## src/rtl/divider_8x8_seq.sv

```systemverilog
// -----------------------------------------------------------------------------
// divider_8x8_seq
//
// Iterative radix-2 restoring divider. It is the inverse datapath of the 8x8
// multiplier in the NPU MAC unit and uses the same Sign convention
// (0 = unsigned, 1 = two's complement). The divider produces one quotient bit
// per cycle and has only one operation in flight at a time. Results are
// returned over a valid/ready handshake.
//
// Ports
//   Clk          in   1      rising-edge clock
//   Rst_n        in   1      asynchronous active-low reset
//   In_Valid     in   1      Dividend/Divisor/Sign are valid
//   In_Ready     out  1      operands can be accepted (IDLE only)
//   Dividend     in   WIDTH  numerator
//   Divisor      in   WIDTH  denominator
//   Sign         in   1      1 = signed two's complement, 0 = unsigned
//   Out_Valid    out  1      Quotient/Remainder/Div_By_Zero are valid
//   Out_Ready    in   1      consumer accepts the result
//   Quotient     out  WIDTH  quotient, truncated toward zero
//   Remainder    out  WIDTH  remainder, sign follows the dividend
//   Div_By_Zero  out  1      set together with the result when Divisor == 0
//
// Flow: IDLE -> CALC (WIDTH cycles) -> FIX -> DONE -> IDLE.
//       A zero divisor goes straight from IDLE to DONE.
// -----------------------------------------------------------------------------
module divider_8x8_seq #(
    parameter int WIDTH = 8
) (
    input  logic             Clk,
    input  logic             Rst_n,
    input  logic             In_Valid,
    output logic             In_Ready,
    input  logic [WIDTH-1:0] Dividend,
    input  logic [WIDTH-1:0] Divisor,
    input  logic             Sign,
    output logic             Out_Valid,
    input  logic             Out_Ready,
    output logic [WIDTH-1:0] Quotient,
    output logic [WIDTH-1:0] Remainder,
    output logic             Div_By_Zero
);

    localparam int CW = $clog2(WIDTH);

    typedef enum logic [1:0] {
        S_IDLE = 2'd0,
        S_CALC = 2'd1,
        S_FIX  = 2'd2,
        S_DONE = 2'd3
    } state_t;

    // Two's complement negation modulo 2^WIDTH.
    function automatic logic [WIDTH-1:0] f_neg(input logic [WIDTH-1:0] v);
        return (~v) + WIDTH'(1'b1);
    endfunction

    // Magnitude of an operand. A signed most-negative value maps onto itself,
    // and that value is then read as an unsigned number, 2^(WIDTH-1).
    function automatic logic [WIDTH-1:0] f_mag(input logic [WIDTH-1:0] v,
                                               input logic              is_signed);
        return (is_signed && v[WIDTH-1]) ? f_neg(v) : v;
    endfunction

    state_t             r_state;
    logic               r_in_ready;
    logic               r_out_valid;
    logic [WIDTH-1:0]   r_quotient;
    logic [WIDTH-1:0]   r_remainder;
    logic               r_div_by_zero;

    logic               r_neg_q;     // final quotient must be negated
    logic               r_neg_r;     // final remainder must be negated
    logic [WIDTH-1:0]   r_dvsr;      // divisor magnitude
    logic [WIDTH-1:0]   r_rem;       // partial remainder (magnitude)
    logic [WIDTH-1:0]   r_quo;       // dividend magnitude shifting out, quotient shifting in
    logic [CW-1:0]      r_cnt;       // CALC iteration counter

    logic [WIDTH:0]     w_shift;
    logic [WIDTH+1:0]   w_trial;
    logic               w_fits;
    logic [WIDTH-1:0]   w_rem_next;
    logic [WIDTH-1:0]   w_quo_next;
    logic               w_unused_trial_bit;

    // One restoring step: shift {rem,quo} left and try to subtract the divisor.
    always_comb begin
        w_shift            = {r_rem, r_quo[WIDTH-1]};
        // An extra guard bit above the shifted value makes the sign of the
        // trial difference directly visible in the MSB.
        w_trial            = {1'b0, w_shift} - {2'b00, r_dvsr};
        w_fits             = ~w_trial[WIDTH+1];
        // When the subtraction fits, the difference is below the divisor,
        // so bit WIDTH of the trial is always zero and is not needed.
        w_unused_trial_bit = w_trial[WIDTH];
        if (w_fits) begin
            w_rem_next = w_trial[WIDTH-1:0];
        end else begin
            w_rem_next = w_shift[WIDTH-1:0];
        end
        w_quo_next = {r_quo[WIDTH-2:0], w_fits};
    end

    // Control FSM plus datapath registers and the registered outputs.
    always_ff @(posedge Clk or negedge Rst_n) begin
        if (!Rst_n) begin
            r_state       <= S_IDLE;
            r_in_ready    <= 1'b0;
            r_out_valid   <= 1'b0;
            r_quotient    <= {WIDTH{1'b0}};
            r_remainder   <= {WIDTH{1'b0}};
            r_div_by_zero <= 1'b0;
            r_neg_q       <= 1'b0;
            r_neg_r       <= 1'b0;
            r_dvsr        <= {WIDTH{1'b0}};
            r_rem         <= {WIDTH{1'b0}};
            r_quo         <= {WIDTH{1'b0}};
            r_cnt         <= {CW{1'b0}};
        end else begin
            case (r_state)
                S_IDLE: begin
                    if (In_Valid && r_in_ready) begin
                        r_in_ready <= 1'b0;
                        r_neg_q    <= Sign & (Dividend[WIDTH-1] ^ Divisor[WIDTH-1]);
                        r_neg_r    <= Sign & Dividend[WIDTH-1];
                        r_dvsr     <= f_mag(Divisor, Sign);
                        r_quo      <= f_mag(Dividend, Sign);
                        r_rem      <= {WIDTH{1'b0}};
                        r_cnt      <= {CW{1'b0}};
                        if (Divisor == {WIDTH{1'b0}}) begin
                            // Divide by zero: the result is ready immediately.
                            // The raw dividend bits pass through unchanged.
                            r_quotient    <= {WIDTH{1'b1}};
                            r_remainder   <= Dividend;
                            r_div_by_zero <= 1'b1;
                            r_out_valid   <= 1'b1;
                            r_state       <= S_DONE;
                        end else begin
                            r_state <= S_CALC;
                        end
                    end else begin
                        r_in_ready <= 1'b1;
                    end
                end

                S_CALC: begin
                    r_rem <= w_rem_next;
                    r_quo <= w_quo_next;
                    if (r_cnt == CW'(WIDTH - 1)) begin
                        r_state <= S_FIX;
                    end else begin
                        r_cnt <= r_cnt + CW'(1);
                    end
                end

                S_FIX: begin
                    // Signed overflow (most negative / -1) falls out naturally:
                    // the magnitude quotient 2^(WIDTH-1) stays un-negated.
                    r_quotient    <= r_neg_q ? f_neg(r_quo) : r_quo;
                    r_remainder   <= r_neg_r ? f_neg(r_rem) : r_rem;
                    r_div_by_zero <= 1'b0;
                    r_out_valid   <= 1'b1;
                    r_state       <= S_DONE;
                end

                S_DONE: begin
                    if (Out_Ready) begin
                        r_out_valid <= 1'b0;
                        r_in_ready  <= 1'b1;
                        r_state     <= S_IDLE;
                    end
                end

                default: begin
                    r_state     <= S_IDLE;
                    r_in_ready  <= 1'b0;
                    r_out_valid <= 1'b0;
                end
            endcase
        end
    end

    assign In_Ready    = r_in_ready;
    assign Out_Valid   = r_out_valid;
    assign Quotient    = r_quotient;
    assign Remainder   = r_remainder;
    assign Div_By_Zero = r_div_by_zero;

endmodule

```

## config.mk

```make
export PLATFORM = sky130hd
export DESIGN_NAME = divider_8x8_seq
export DESIGN_NICKNAME = d
export VERILOG_FILES = /design/src/rtl/divider_8x8_seq.sv
export SDC_FILE = /design/constraint.sdc
export NUM_CORES = 1
export LEC_CHECK = 0
export CORE_UTILIZATION = 25
export CTS_BUF_LIST = sky130_fd_sc_hd__clkbuf_8
export DETAILED_ROUTE_END_ITERATION = 7
export PLACE_DENSITY_LB_ADDON = 0.15
export SETUP_SLACK_MARGIN = 0.15
export SLEW_MARGIN = 20
export SYNTH_ARGS = -nofsm -noshare
export SYNTH_HDL_FRONTEND = slang
export SYNTH_SLANG_ARGS = --single-unit
```

## constraint.sdc

```tcl
create_clock -name Clk -period 5 [get_ports Clk]
set_clock_uncertainty 0.2 [all_clocks]
set_input_delay 0.5 -clock Clk [delete_from_list [all_inputs] [get_ports Clk]]
set_output_delay 0.5 -clock Clk [all_outputs]
set_load 0.1 [all_outputs]
```

---- After elaboration in Yosys (flattened, before gate mapping) ----
Cells that the tools add are included.
storage, ports and cells
  output and inout port bits .............. 19
  input port bits ......................... 21
  word-level logic and storage cells ...... 82
  flip-flop bits (word level) ............. 50
operators by class
  multiplexer cells ....................... 31
  bitwise logic cells ..................... 8
  equality and inequality tests ........... 9
  add/sub/neg operators ................... 6
  reductions and logical operators ........ 16
operators with widths
  cell                   number
  $mux W8                11
  $pmux W8 S2            4
  $add A8 B1 Y8 const B  4
  $not A8 Y8             4
  $ne A2 B2 Y1 const B   5
  $sub A9 B8 Y10         1
  $reduce_and A3 Y1      3
  $logic_not A8 Y1       1
  $mux W2                4
  $pmux W2 S4            1
  $mux W3                2
  $pmux W3 S2            1
  $reduce_and A2 Y1      3
  $reduce_bool A2 Y1     3
  $mux W1                5
  $eq A2 B2 Y1 const B   2
  $pmux W1 S2            2
  $reduce_and A4 Y1      1
  $add A3 B1 Y3 const B  1
  $eq A3 B3 Y1 const B   1
  $logic_and A1 B1 Y1    3
  $pmux W1 S3            1
  $reduce_bool A3 Y1     1
  $and A1 B1 Y1          2
  4 further kinds        4

---- Longest topological paths before layout ----
Gate-level depths: netlist of the first run.
  word-level depth ........................ 5
  depth in mapped cells ................... 8
  depth with buffers taken out ............ 8

---- Least setup slack after synthesis of the first run ----
Ideal clock, no wire load.
  path kind ............................... register -> register
  start ................................... register r_in_ready (netlist: In_Ready)
  end ..................................... register r_rem[6]
  arrival time ............................ 1.934 ns
  required time ........................... 4.734 ns
  library setup time ...................... 0.066 ns
  buffers on the path ..................... 1
  period minus slack after synthesis ...... 2.200 ns
  setup slack ............................. 2.800 ns
  cell stages (with the launch flop) ...... 7
  cells stage by stage .................... dfrtp_1 > a21bo_2 > and2_1 > buf_1 > o21ai_0 > a31o_2 > nand2_1
between the ends
  word-level cells in the longest chain between the ends .. 3
RTL lines
  item                                RTL line  source
  from (decl)                         66        logic r_in_ready;
  from (signal assigned)              108       r_in_ready <= 1'b0;
  from (signal assigned)              123       r_in_ready <= 1'b0;
  from (signal assigned)              142       r_in_ready <= 1'b1;
  $logic_and A1 B1 Y1                 122       if (In_Valid && r_in_ready) begin
  $ne A2 B2 Y1 (no source line)       -
  $reduce_and A2 Y1 (no source line)  -
  to (signal assigned)                116       r_rem <= {WIDTH{1'b0}};
  to (signal assigned)                128       r_rem <= {WIDTH{1'b0}};
  to (signal assigned)                147       r_rem <= w_rem_next;
  to (decl)                           75        logic [WIDTH-1:0] r_rem;
No other way between the ends.
A chain may end at the register's enable or synchronous reset.

---- Worst setup path in the final report of the first run ----
  start ................................... register r_state[0]
  end ..................................... register r_quotient[6] (netlist: Quotient[6])
between the ends
  word-level cells in the longest chain between the ends .. 3
  elaborated cells on any way between the ends .. 7
  those cells by class .................... eq/ne: 3; mux: 1; reduce/logical: 3
RTL lines
  item                                                                 RTL line  source
  from (decl)                                                          65        state_t r_state;
  from (signal assigned)                                               107       r_state <= S_IDLE;
  from (signal assigned)                                               137       r_state <= S_DONE;
  from (signal assigned)                                               139       r_state <= S_CALC;
  $eq A2 B2 Y1 or $logic_not A2 Y1 (tied branches)                     120       case (r_state)
  $reduce_bool A2 Y1 (no source line) or $ne A2 B2 Y1 (tied branches)  -
  $reduce_and A3 Y1 (no source line)                                   -
  to (signal assigned)                                                 110       r_quotient <= {WIDTH{1'b0}};
  to (signal assigned)                                                 133       r_quotient <= {WIDTH{1'b1}};
  to (signal assigned)                                                 159       r_quotient <= r_neg_q ? f_neg(r_quo) : r_quo;
  to (decl)                                                            68        logic [WIDTH-1:0] r_quotient;
Parallel ways exist; a longest one is shown, timed or not.

==> results of run 1 <==
==> worst min-delay path by stage <==
stage	slack, ns	cells after the start	end
after floorplan	0.004	0	Div_By_Zero
after global placement	0.27	2	r_dvsr[6]
after detailed placement	0.28	2	Remainder[5]
after CTS	0.11	2	Quotient[3]
after global routing	0.17	2	Quotient[2]
final	0.08	2	Quotient[4]
==> logic make-up (layout without fill, tap and decap cells) <==
| group | Yosys count | in the layout | share of synthesized area |
|---|---|---|---|
| mux | 15 | 15 | 0.0463 |
| simple gates | 104 | 104 | 0.151 |
| buf+inv | 41 | 75 | 0.0509 |
| fa+ha+maj | 19 | 19 | 0.0756 |
| flops | 50 | 50 | 0.386 |
| compound gates | 111 | 111 | 0.223 |
| xor+xnor | 25 | 25 | 0.0675 |
==> cell type report <==
class / instances / area [µm²] / share of cell area
multi-input combinational: 274 / 1840 / 0.471
sequential: 50 / 1250 / 0.321
timing repair buffer: 40 / 393 / 0.101
tap: 172 / 215 / 0.0551
inverter: 27 / 101 / 0.0260
clock buffer: 7 / 96.3 / 0.0247
clock inverter: 1 / 8.76 / 0.00224
==> state kept, by name, summed over array words and instances (netlist names) <==
| register | cells |
|---|---|
| Out_Valid | 1 |
| r_neg_q | 1 |
| Quotient | 8 |
| r_state | 2 |
| Remainder | 8 |
| r_quo | 8 |
| r_neg_r | 1 |
| In_Ready | 1 |
| r_dvsr | 8 |
| Div_By_Zero | 1 |
| r_rem | 8 |
| r_cnt | 3 |
==> per-stage QoR <==
step	setup WS [ns]	std cells	cell area, µm²	hold slack, ns	util
final	2.31	571	3900	0.0766	0.309
after global routing	2.00	571	3900	0.168	0.309
after CTS	2.21	571	3890	0.115	0.309
after detailed placement	1.99	563	3790	0.276	0.300
after global placement	2.00	563	3790	0.269	0.300
after floorplan	2.80	365	3250	0.00441	-
==> routing by layer <==
layer  wire length, µm  share of wire  global-route usage  vias to the layer above
li1                  -              -                   -                     1357
met1              4110           0.51               0.186                     1234
met2              3590           0.44               0.206                       60
met3               337          0.042              0.0188                        5
met4                73         0.0090              0.0359                        0
met5                 0              0                   0                        -
==> cells in the mapped netlist (3+ instances only) <==
master / count
a32oi_1: 3
a31oi_1: 8
o22a_1: 3
mux2i_1: 15
o22ai_1: 3
nand2_1: 47
a211oi_1: 4
dfrtp_1: 50
a21o_1: 4
xnor2_1: 17
inv_1: 27
a22o_1: 5
a21oi_1: 23
o211ai_1: 3
nor2_1: 20
nand2b_1: 3
o31ai_1: 6
xor2_1: 8
clkbuf_1: 8
nand3_1: 5
ha_1: 18
or3_1: 5
nor2b_1: 5
nor3_1: 10
o21ai_0: 37
==> run metrics, run 1 <==
Final #Nets=438; worst endpoint data arrival time=2.71 ns; cts hold-fix bufs=0; Layout area overhead=20.2%; reg2reg end=Quotient[6]; status=finished, final reports clean; Crit Reg-Reg Startpoint=r_state[0]; endpoints failing setup=0; CP endpoint kind=flip-flop; Post-synth EDFFs=0; CTS clk-pin slew, worst paths=0.10 ns; CTS buffer count=5; CP max FO=19; worst hold-check path type=input port to async pin; highest clock rate=371 MHz; DR vias=2656; DRC=0; Initial Utilization=0.257; most common cell after layout, fill and taps aside=dfrtp_1; Final Wtd Congestion=0.738; CP Class=flip-flop to flip-flop; Synth Flop Type=dfrtp_1; fin crit period=2.69 ns; Critical Path Sink=Quotient[6]; CP delay by family, top=compound AO/OA/AOI/OAI gates; synthesized area=3250 µm²; CTS tree=built; initial antenna violation count=0; RSZ-0062 raised after global routing=false; fin crit share=0.539; largest net degree at the start of global routing=51; grt total ovfl=0; FILL cells=1361; Clock Sinks=50; IO Port Bufs=39; Yosys reg bits=50; layout cell share with drive strength beyond 1=0.0576; Net Count, Synth=405; die area=13400 µm²; Post-CTS Setup Bufs=0; Synth area leaders=dfrtp_1, ha_1, o21ai_0; Critical Path RT=5.01 ns; async set-reset flop share out of synthesis=1.00; Mapped Cells=365; DP HPWL=6260 µm; FP Rows=41; worst reg-to-reg setup slack=2.31 ns; GRT Resource Usage Total=0.131; crit-path cells=inv_1, ha_1, nand2_1, a21oi_4, nand2_2, o22a_1; sequential area share after synthesis=0.386; instance count on the critical path=6; max_cap viols=0; post-synthesis cell type count=48; final-report hold violation count=0; WP buf/inv=1; CP startpoint=r_state[0]; CTS H-tree lvls=2; slowest CP cell=ha_1; synthesized area per cell=8.89 µm²; first-pass GRT wire length=13500 µm; Max stage delay on crit path=0.61 ns; Synth Warn #=0; top cell type's share of synthesized area=0.386; Iteration-0 DRC Markers=140; Root Driver=clkbuf_8; Diodes inserted=0; R2R depth=6; clock buffer depth=2; vias in the first global route=2559; Clock Latency Late Sink=0.32 ns; Core Footprint=12600 µm²; most frequent cells in the layout=dfrtp_1, nand2_1, clkdlybuf4s50_1; Die W=116 µm; Synth area leader=dfrtp_1; I/O Pins=40; final wirelength=8110 µm; DR vias/cell=4.65; DR pass1 iterations=4; post-CTS sizing=0; Worst Tran Pin Value=0.980 ns; routed wire length per instance=14.2 µm; DRT antenna net count=0; fin. max-slew vios=0; final setup TNS=0 ns; die span in y=116 µm; startpoint types=flip-flop; Slew headroom=0.344
Power of run 1 is left out: the tool's default activity adds up to more than one toggle a clock period on the data nets, which glitch-free logic cannot reach.
==> inputs of run 2 (changes only) <==
clock period = 2.2 ns   (was 5 ns; I/O delays follow)
==> run 2 against run 1 <==
Against the previous run:
- routed wire length increased by 8.0%
- fmax grew 35%
- register-to-register slack worse by 2.1 ns
- critical path depth rose by 2
- setup slack worse by 2.1 ns
==> run metrics, run 2 (synthesized netlist as in run 1, its figures left out) <==
worst reg-to-reg setup slack=0.20 ns (-2.10 ns); routed wire length per instance=14.3 µm (+0.81%); CP max FO=5 (-14); fin. max-slew vios=0 (unchanged); CP Class=flip-flop to flip-flop; Slew headroom=0.745 (+0.401); Root Driver=clkbuf_8; worst hold-check path type=input port to async pin; I/O Pins=40 (unchanged); Initial Utilization=0.257 (unchanged); DRC=0 (unchanged); Diodes inserted=0 (unchanged); fin crit period=2.00 ns (-0.695 ns); highest clock rate=500 MHz (+35%); final-report hold violation count=0 (unchanged); CP endpoint kind=flip-flop; clock buffer depth=2 (unchanged); DP HPWL=6680 µm (+6.8%); Iteration-0 DRC Markers=94 (-33%); Crit Reg-Reg Startpoint=r_dvsr[1]; Layout area overhead=32.8%; CTS tree=built; Core Footprint=12600 µm² (unchanged); DR vias=2816 (+6.0%); grt total ovfl=0 (unchanged); die span in y=116 µm (unchanged); Worst Tran Pin Value=0.379 ns (-0.601 ns); first-pass GRT wire length=14300 µm (+5.6%); Worst Setup Slack post-DPL=-0.0657 ns (-2.05 ns); final wirelength=8770 µm (+8.0%); CTS buffer count=5 (unchanged); startpoint types=flip-flop; layout cell share with drive strength beyond 1=0.241 (+0.183); status=finished, final reports clean; GRT Resource Usage Total=0.139 (+0.00823); Worst Setup Slack, final=0.201 ns (-2.10 ns); Clock Latency Late Sink=0.32 ns (about the same); RSZ-0062 raised after global routing=true; Final #Nets=479 (+9.4%); Die W=116 µm (unchanged); Critical Path Sink=r_rem[1]; fin crit share=0.909 (+0.370); most frequent cells in the layout=buf_4, dfrtp_1, nand2_1; reg2reg end=r_rem[1]; initial antenna violation count=0 (unchanged); max_cap viols=0 (unchanged); CTS H-tree lvls=2 (unchanged); R2R depth=8 (+2); Clock Sinks=50 (unchanged); DR vias/cell=4.60 (-1.1%); CTS clk-pin slew, worst paths=0.10 ns (about the same); largest net degree at the start of global routing=51 (unchanged); DR pass1 iterations=4 (unchanged); worst endpoint data arrival time=2.01 ns (-0.70 ns); vias in the first global route=2686 (+5.0%); most common cell after layout, fill and taps aside=buf_4; FP Rows=41 (unchanged); CP startpoint=r_dvsr[1]; Critical Path RT=2.21 ns (-2.80 ns); DRT antenna net count=0 (unchanged); die area=13400 µm² (unchanged); IO Port Bufs=39 (unchanged); Final Wtd Congestion=0.750 (+1.6%); endpoints failing setup=0 (unchanged)
run 2: cell count changes in the layout (fill, tap and decap cells not counted), moves of 3 or more:
cell	delta
buf_4	+57
clkdlybuf4s50_1	-19
ha_1	-7
ha_4	+7
o21ai_0	-3
o21ai_1	+3
run 2: worst max-delay path, cell delays in order, from the launching register on:
cell and delay, ns:
dfrtp_1 0.39, inv_1 0.09, ha_4 0.28, nand2b_4 0.07, a2111oi_4 0.28, buf_4 0.19, nor2_4 0.07, mux2i_1 0.13
a22o_1 0.19
run 2: what timing repair did:
item                                   CTS  global route
setup buffers                            3             2
setup endpoints to repair               12            35
hold buffers                             1             0
endpoints found under the hold margin   50             0
gates resized for setup                  9            21
gates cloned                             1             0
pin swaps                                0             2
run 2: routing by layer:
metal	vias to the layer above	part of all wire	GRT usage
met1	1324	0.50	0.190
met4	0	0.012	0.0436
li1	1431	-	-
met2	53	0.45	0.223
met3	8	0.038	0.0246
met5	-	0	0
run 2: stage by stage:
| step | instance area, µm² | hold WS, ns | util | std cells | TNS [ns] |
|---|---|---|---|---|---|
| finish | 4310 | 0.223 | 0.341 | 612 | 0 |
| global route | 4310 | 0.244 | 0.341 | 612 | 0 |
| CTS | 4170 | 0.230 | 0.330 | 610 | 0 |
| detailed placement | 4010 | 0.0378 | 0.318 | 597 | -0.326 |
| global placement | 4010 | 0.0397 | 0.318 | 597 | -0.00232 |
| floorplan | 3250 | -0.276 | - | 365 | 0 |
run 2: area by class of cell:
type	count	area, µm²
multi-input combinational	275	1980
clock inverter	2	8.76
sequential	50	1250
inverter	27	105
clock buffer	6	82.6
timing repair buffer	80	661
fill	1361	8310
tap	172	215
run 2: how the worst min path moves through the flow:
stage,from,end,depth (start not counted),slack [ns]
global route,Rst_n,r_quo[4],3,0.24
finish,Rst_n,r_quo[4],3,0.22
global placement,Rst_n,Quotient[3],2,0.04
detailed placement,Rst_n,r_quo[4],2,0.04
CTS,Rst_n,r_quo[4],3,0.23
floorplan,Rst_n,Div_By_Zero,0,-0.28
Power of run 2 is left out for the same reason.
==> inputs of run 3 (changes only) <==
PLACE_DENSITY_LB_ADDON = default   (was 0.15)
==> run 3 against run 2 <==
Against the previous run:
- clock-buffer cell count is the same
- first-iteration DRC count grew 59%
- non-clock buffer count shrank 1
- highest routed layer unchanged
- flip-flop and latch count is the same
- die area is the same
- routed wire length shrank 4.0%
- register-to-register slack lost 0.04 ns
- fmax shrank 2.0%
- hold slack is essentially flat
==> run metrics, run 3 (synthesized netlist as in run 1, its figures left out) <==
status=finished, final reports clean; DR vias=2843 (+0.96%); DR vias/cell=4.65 (+1.1%); Die W=116 µm (unchanged); first-pass GRT wire length=14100 µm (-1.6%); CP max FO=5 (unchanged); worst hold-check path type=input port to async pin; fin. max-slew vios=0 (unchanged); vias in the first global route=2844 (+5.9%); GRT Resource Usage Total=0.133 (-0.00637); endpoints failing setup=0 (unchanged); IO Port Bufs=39 (unchanged); Worst Tran Pin Value=0.354 ns (-0.0247 ns); worst endpoint data arrival time=2.04 ns (+0.03 ns); Clock Latency Late Sink=0.31 ns (about the same); Initial Utilization=0.257 (unchanged); DRC=0 (unchanged); die area=13400 µm² (unchanged); FP Rows=41 (unchanged); Layout area overhead=35.2%; CTS tree=built; Layout Cells excl Fill=611 (-0.16%); CP endpoint kind=flip-flop; final-report hold violation count=0 (unchanged); Slew headroom=0.762 (+0.0174); clock buffer depth=2 (unchanged); RSZ-0062 raised after global routing=true; R2R depth=7 (-1); placed cell count=594 (-0.50%); grt total ovfl=0 (unchanged); layout cell share with drive strength beyond 1=0.251 (+0.00966); most common cell after layout, fill and taps aside=buf_4; final wirelength=8410 µm (-4.0%); highest clock rate=490 MHz (-2.0%); Clock Sinks=50 (unchanged); fin crit period=2.04 ns (+0.0404 ns); CTS H-tree lvls=2 (unchanged); DP HPWL=6190 µm (-7.3%); die span in y=116 µm (unchanged); I/O Pins=40 (unchanged); Final #Nets=478 (-0.21%); startpoint types=flip-flop; DR pass1 iterations=4 (unchanged); CTS clk-pin slew, worst paths=0.10 ns (about the same); fin crit share=0.927 (+0.0184); Critical Path RT=2.20 ns (about the same); most frequent cells in the layout=buf_4, nand2_1, dfrtp_1; Diodes inserted=0 (unchanged); CTS buffer count=5 (unchanged); DRT antenna net count=0 (unchanged); Root Driver=clkbuf_8; Final Wtd Congestion=0.856 (+14%); initial antenna violation count=0 (unchanged); CP Class=flip-flop to flip-flop; Core Footprint=12600 µm² (unchanged); max_cap viols=0 (unchanged); routed wire length per instance=13.8 µm (-3.8%); Iteration-0 DRC Markers=149 (+59%); worst reg-to-reg setup slack=0.16 ns (-0.04 ns); largest net degree at the start of global routing=51 (unchanged)
run 3: changes by cell type in the layout (fill, tap and decap cells not counted), moves of 2 or more:
cell       delta
buf_6         +2
dfrtp_2       +3
ha_1          -2
buf_4         -4
ha_2          +2
bufinv_16     +2
dfrtp_1       -3
run 3: area by class of cell:
type / count / area [µm²]
fillers: 1327 / 8230
multi-input cells: 275 / 2000
flip-flops and latches: 50 / 1260
repair buffers: 79 / 673
well taps: 172 / 215
inverters: 27 / 101
clock buffers: 6 / 82.6
clock inverters: 2 / 60.1
run 3: layer usage:
metal  wire length (µm)  part of all wire  up-vias  global-route usage
met5                  0                 0        -                   0
met4                 76            0.0090        0              0.0239
met3                404             0.048        9              0.0256
met2               3780              0.45       66               0.215
met1               4160              0.49     1335               0.184
li1                   -                 -     1433                   -
run 3: worst paths after layout:
kind | startpoint | to
worst min register to register | r_dvsr[3] | r_dvsr[3]
min in group Clk | r_dvsr[3] | r_dvsr[3]
worst max register to register | r_rem[0] | r_rem[0]
worst min-delay path | Rst_n | Quotient[2]
max in group asynchronous | Rst_n | r_rem[0]
worst max-delay path | r_rem[0] | r_rem[0]
run 3: stage by stage:
step / hold WS (ns) / utilization / worst slack (ns) / TNS [ns] / area (µm²)
floorplan: -0.276 / - / 0.165 / 0 / 3250
global placement: 0.0282 / 0.317 / -0.0242 / -0.0582 / 4000
detailed placement: 0.0289 / 0.317 / -0.0845 / -0.645 / 4000
CTS: 0.229 / 0.335 / 0.146 / 0 / 4230
global route: 0.259 / 0.348 / 0.106 / 0 / 4390
finish: 0.223 / 0.348 / 0.161 / 0 / 4390
run 3: repair_timing:
item                                    4_1_cts  5_1_grt
gates resized for setup                       8       29
cloned                                        1        0
hold endpoints to repair                     50        0
pin swaps                                     4       13
hold buffers                                  1        0
endpoints found under the setup margin       10       30
buffers inserted                              4        3
run 3: worst max-delay path, cell delays in order, from the launching register on:
cell and delay (ns):
dfrtp_2 0.47, ha_4 0.30, nand2b_4 0.07, a2111oi_4 0.27, buf_4 0.19, nor2_4 0.07
mux2i_1 0.15, a22o_1 0.22
Power of run 3 is left out for the same reason.
